`src/rtl/dpram_port_initiator.sv`:
```
// dpram_port_initiator: turns one upstream cmd (valid/ready) into one RAM port access and returns one rsp with rdata/err; mem_* ports drive one side of dual_port_ram_64bit
module dpram_port_initiator #(
  parameter int ADDR_WIDTH = 32,
  parameter int BUS_WIDTH = 64,
  parameter int TIMEOUT = 16
) (
  input  logic                  clk,
  input  logic                  rst,
  input  logic                  cmd_valid,
  output logic                  cmd_ready,
  input  logic                  cmd_we,
  input  logic [ADDR_WIDTH-1:0] cmd_addr,
  input  logic [BUS_WIDTH-1:0]  cmd_wdata,
  output logic                  rsp_valid,
  input  logic                  rsp_ready,
  output logic [BUS_WIDTH-1:0]  rsp_rdata,
  output logic                  rsp_we,
  output logic                  rsp_err,
  output logic                  mem_en,
  output logic                  mem_we,
  output logic [ADDR_WIDTH-1:0] mem_addr,
  output logic                  mem_addr_valid,
  input  logic                  mem_addr_ready,
  output logic [BUS_WIDTH-1:0]  mem_wdata,
  output logic                  mem_valid_w,
  input  logic                  mem_ready_w,
  input  logic [BUS_WIDTH-1:0]  mem_rdata,
  input  logic                  mem_valid_r,
  output logic                  mem_ready_r
);
  localparam int CW = $clog2(TIMEOUT);
  localparam logic [CW-1:0] LAST = CW'(TIMEOUT - 1);
  typedef enum logic [2:0] {IDLE, WADDR, RADDR, RDATA, RESP} state_t;
  state_t state_q, state_d;
  logic [CW-1:0] cnt_q, cnt_d;
  logic [ADDR_WIDTH-1:0] mem_addr_q, mem_addr_d;
  logic [BUS_WIDTH-1:0] mem_wdata_q, mem_wdata_d, rsp_rdata_q, rsp_rdata_d;
  logic rsp_we_q, rsp_we_d, rsp_err_q, rsp_err_d;
  logic cmd_ready_q, cmd_ready_d, rsp_valid_q, rsp_valid_d, mem_en_q, mem_en_d;
  logic mem_we_q, mem_we_d, mem_addr_valid_q, mem_addr_valid_d;
  logic mem_valid_w_q, mem_valid_w_d, mem_ready_r_q, mem_ready_r_d;
  logic accept, prot, done;
  always_comb begin
    accept = cmd_valid && cmd_ready_q;
    prot = cmd_addr[ADDR_WIDTH-1:13] == '0;
    done = state_q == WADDR ? mem_addr_ready && mem_ready_w : state_q == RADDR ? mem_addr_ready : mem_valid_r;
    state_d = state_q;
    cnt_d = cnt_q == LAST ? cnt_q : cnt_q + 1'b1;
    mem_addr_d = mem_addr_q;
    mem_wdata_d = mem_wdata_q;
    rsp_rdata_d = rsp_rdata_q;
    rsp_we_d = rsp_we_q;
    rsp_err_d = rsp_err_q;
    case (state_q)
      IDLE: if (accept) begin
        state_d = !cmd_we ? RADDR : prot ? RESP : WADDR;
        cnt_d = '0;
        mem_addr_d = cmd_addr;
        mem_wdata_d = cmd_wdata;
        rsp_we_d = cmd_we;
        rsp_err_d = cmd_we && prot;
        rsp_rdata_d = '0;
      end
      RESP: if (rsp_ready) begin
        state_d = IDLE;
        rsp_rdata_d = '0;
        rsp_err_d = 1'b0;
        rsp_we_d = 1'b0;
      end
      default: if (done) begin
        state_d = state_q == RADDR ? RDATA : RESP;
        rsp_rdata_d = state_q == RDATA ? mem_rdata : rsp_rdata_q;
      end else if (cnt_q == LAST) begin
        state_d = RESP;
        rsp_err_d = 1'b1;
        rsp_rdata_d = '0;
      end
    endcase
    cmd_ready_d = state_d == IDLE;
    rsp_valid_d = state_d == RESP;
    mem_en_d = 1'b1;
    mem_addr_valid_d = state_d == WADDR || state_d == RADDR;
    mem_valid_w_d = state_d == WADDR;
    mem_we_d = state_d == WADDR;
    mem_ready_r_d = state_d == RDATA;
  end
  always_ff @(posedge clk) begin
    if (rst) begin
      state_q <= IDLE;
      cnt_q <= '0;
      mem_addr_q <= '0;
      mem_wdata_q <= '0;
      rsp_rdata_q <= '0;
      rsp_we_q <= 1'b0;
      rsp_err_q <= 1'b0;
      cmd_ready_q <= 1'b0;
      rsp_valid_q <= 1'b0;
      mem_en_q <= 1'b0;
      mem_addr_valid_q <= 1'b0;
      mem_valid_w_q <= 1'b0;
      mem_we_q <= 1'b0;
      mem_ready_r_q <= 1'b0;
    end else begin
      state_q <= state_d;
      cnt_q <= cnt_d;
      mem_addr_q <= mem_addr_d;
      mem_wdata_q <= mem_wdata_d;
      rsp_rdata_q <= rsp_rdata_d;
      rsp_we_q <= rsp_we_d;
      rsp_err_q <= rsp_err_d;
      cmd_ready_q <= cmd_ready_d;
      rsp_valid_q <= rsp_valid_d;
      mem_en_q <= mem_en_d;
      mem_addr_valid_q <= mem_addr_valid_d;
      mem_valid_w_q <= mem_valid_w_d;
      mem_we_q <= mem_we_d;
      mem_ready_r_q <= mem_ready_r_d;
    end
  end
  assign cmd_ready = cmd_ready_q;
  assign rsp_valid = rsp_valid_q;
  assign rsp_rdata = rsp_rdata_q;
  assign rsp_we = rsp_we_q;
  assign rsp_err = rsp_err_q;
  assign mem_en = mem_en_q;
  assign mem_we = mem_we_q;
  assign mem_addr = mem_addr_q;
  assign mem_addr_valid = mem_addr_valid_q;
  assign mem_wdata = mem_wdata_q;
  assign mem_valid_w = mem_valid_w_q;
  assign mem_ready_r = mem_ready_r_q;
endmodule

```
`config.mk`:
```
export PLATFORM = sky130hd
export DESIGN_NAME = dpram_port_initiator
export DESIGN_NICKNAME = d
export VERILOG_FILES = /design/src/rtl/dpram_port_initiator.sv
export SDC_FILE = /design/constraint.sdc
export NUM_CORES = 1
export LEC_CHECK = 0
export BUFFER_PORTS_ARGS = -buffer_cell sky130_fd_sc_hd__buf_2
export CORE_MARGIN = 2
export CORE_UTILIZATION = 41
export DETAILED_ROUTE_END_ITERATION = 10
export PLACE_DENSITY = 0.76
export SLEW_MARGIN = 20
export SYNTH_ARGS = -nofsm -noshare
export SYNTH_HDL_FRONTEND = slang
export SYNTH_SLANG_ARGS = --single-unit
```
`constraint.sdc`:
```
create_clock -name clk -period 1.9 [get_ports clk]
set_input_delay 0.19 -clock clk [delete_from_list [all_inputs] [get_ports clk]]
set_output_delay 0.19 -clock clk [all_outputs]
set_load 0.01 [all_outputs]
```
==> out/metrics.yaml <==
synth_top_area_cell: "dfxtp_1"
skew_ps: 9.81
nNetsFinal: 1402
critPathKind: "flip-flop to flip-flop"
synth_most_common_cell: "nand2_1"
via_count: 7348
antenna_found_initial: 0
setup_ws_ps: -15.0
die_area_sq_um: 17600
totalWireLength_um: 22300
post-route-drc-count: 0
max_freq_ghz: 0.522
wl_per_cell_um: 15.2
ys_types: 40
fin_cells: 1466
syn_nets: 962
rsz0062_at_grt: "true"
hold_start: "cmd_wdata[18]"
insertion_delay_ps: 420
synth_top_area_share: 0.515
globalRouteTotalUtil: 0.241
r2r-end: "rsp_rdata[23]"
grt_pass1_vias: 7163
arrival_ps: 2210
critPathCapture: "rsp_rdata[23]"
maxCapViolations: 0
reg2reg_setup_slack_ps: -10
dp.cells: 1311
first_iter_violations: 361
slowest_stage: "dfxtp_2"
worst_setup_path_end_kind: "flip-flop"
clk_pin_slew_ps: 70
violations: "setup timing"
powerDensity_nw_per_um2: 902
portBuffers: 336
htree_levels: 4
worstMarginPinSlew_ps: 662
dp_hpwl_um: 13800
cp_common_cell: "buf_12"
cts-buffers-inserted: 17
cp-start-kind: "flip-flop"
power_mw: 9.61
syn-cell-area_sq_um: 6800
core_sq_um: 16400
grt_start_max_net_pins: 65
r2r_start: "cnt_q[1]"
hold_viol: 0
n_antenna_cell: 0
cts_root_buf: "clkbuf_16"
synth_edf_count: 0
vias_per_cell: 5.01
clock_sinks: 175
overflow: 0
max_slew_margin: 0.559
crit_path_cell_trace: "ha_4 -> nand3_4 -> or2_0 -> a222oi_1 -> buf_4 -> buf_12 -> buf_12 -> a2bb2oi_2 -> nor2_1"
grt_pass1_wl_um: 34400
synthTopCellsByCount: "nand2_1, dfxtp_1, a21oi_1"
min_period_over_period: 1.01
cp_slowest_stage_delay_ps: 350
async_flop_share: 0
status: "finished with violations"
vdd_drop_max_mv: 0.588
leakage_nw: 4.83
chipWidth_um: 133
fin_crit_ps: 1910
startpoint: "cnt_q[1]"
hold_path_class: "primary input to flip-flop"
fp.dieH_um: 133
synth_top_flop_cell: "dfxtp_1"
reg2reg_depth: 9
antenna_left: 0
slew_violations: 0
path_max_fanout: 8
drive_gt1_frac: 0.372
cts_tree: "done"
area_growth_pct: 56.6
start_util: 0.414
drt_first_pass_iters: 5
synthTopCellsByArea: "dfxtp_1, nand2_1, a2bb2oi_2"
io_pins: 337
ctsLongestPathBuffers: 2
gp_congestion: 0.885
tns_ps: -41.5
syn-mean-instance-area_sq_um: 8.58
cp.required_ps: 2200
ys_ff_latch: 175
ys_warn_count: 0
rows: 47
synth_seq_area_share: 0.515
setup_viol: 5
syn-instance-count: 793
[state kept, by name (all words and copies together), names as in the netlist]
| signal | count |
|---|---|
| cnt_q | 4 |
| mem_addr_valid | 1 |
| rsp_valid | 1 |
| mem_valid_w | 1 |
| rsp_err | 1 |
| mem_addr | 32 |
| mem_wdata | 64 |
| mem_en | 1 |
| rsp_we | 1 |
| mem_ready_r | 1 |
| cmd_ready | 1 |
| rsp_rdata | 64 |
| state_q | 3 |
[final cells by class]
| type | instances | area (sq um) |
|---|---|---|
| clock buffer | 22 | 484 |
| clock inverter | 10 | 101 |
| fill | 1265 | 5760 |
| inverter | 4 | 15.0 |
| multi-input combinational | 550 | 3030 |
| sequential | 175 | 3510 |
| tap | 220 | 275 |
| timing repair buffer | 485 | 3240 |
[routing by layer]
layer / wire (um) / part of all wire / track usage / vias up
li1: - / - / - / 3536
met1: 8950 / 0.40 / 0.271 / 3393
met2: 10900 / 0.49 / 0.411 / 350
met3: 1550 / 0.070 / 0.0690 / 69
met4: 889 / 0.040 / 0.134 / 0
met5: 0 / 0 / 0 / -
[how the worst min path moves through the flow]
stage               endpoint  slack (ps)  cells after the start
2_1_floorplan  rsp_rdata[14]         320                      2
3_3_place_gp   rsp_rdata[35]         410                      3
3_5_place_dp   rsp_rdata[27]         420                      3
4_1_cts         rsp_rdata[4]         0.2                      3
5_1_grt        mem_wdata[36]           4                      3
6_report       mem_wdata[18]          20                      3
[power breakdown]
group | internal, mW | switching, mW | total, mW
combinational | 1.05 | 1.07 | 2.12
sequential | 3.92 | 0.124 | 4.04
clock | 1.96 | 1.48 | 3.45
total | 6.93 | 2.67 | 9.61
[placed cells by master, fill, tap and decap left out, types with 2 or more instances in the layout]
cell / n
a21oi_1: 99
nor3_1: 5
and2_1: 2
clkbuf_16: 18
clkbuf_8: 4
nand3_1: 4
dfxtp_1: 172
a2bb2oi_1: 13
buf_2: 335
nand4_1: 2
a2bb2oi_2: 51
inv_6: 4
dfxtp_2: 3
buf_6: 3
clkinvlp_4: 3
a31oi_1: 3
dlygate4sd3_1: 115
inv_1: 4
nor4_1: 5
nor2_1: 71
nand2_1: 264
buf_12: 9
o211ai_1: 3
o21ai_0: 6
buf_4: 21
[metrics by stage]
stage / area (sq um) / hold WS [ps] / setup WS, ps / utilization
after CTS: 10500 / 0.194 / -2.13 / 0.642
after global placement: 8780 / 412 / 39.9 / 0.535
after detailed placement: 8780 / 422 / 1.14 / 0.535
after global routing: 10700 / 4.28 / -98.5 / 0.649
final: 10700 / 16.4 / -15.0 / 0.649
after floorplan: 6840 / 317 / 31.3 / -
[worst max-delay path, delay by kind of cell (launching register included)]
kind / cells / cell delay (ps)
compound gates: 2 / 440
buf+inv: 3 / 530
fa+ha+maj: 1 / 150
simple gates: 3 / 320
flops: 1 / 350
[repair_timing]
| action | in CTS | in global routing |
|---|---|---|
| endpoints found under the setup margin | 2 | 59 |
| buffers inserted | 1 | 5 |
| hold buffers | 115 | 0 |
| endpoints found under the hold margin | 115 | 0 |
| gates cloned | 0 | 2 |
| pin swaps | 0 | 18 |
| resized for setup | 1 | 12 |
[cell families (layout without fill, tap and decap cells)]
logic type,Yosys count,in the layout,share of synthesized area
AO/OA/AOI/OAI,183,183,0.221
XOR/XNOR,1,1,0.00129
buffers and inverters,68,521,0.0475
multiplexers,2,2,0.00313
adder cells (fa/ha/maj),1,1,0.00184
AND/OR/NAND/NOR,363,363,0.210
flip-flops,175,175,0.515
No activity file was read; power rests on OpenSTA's default activity.
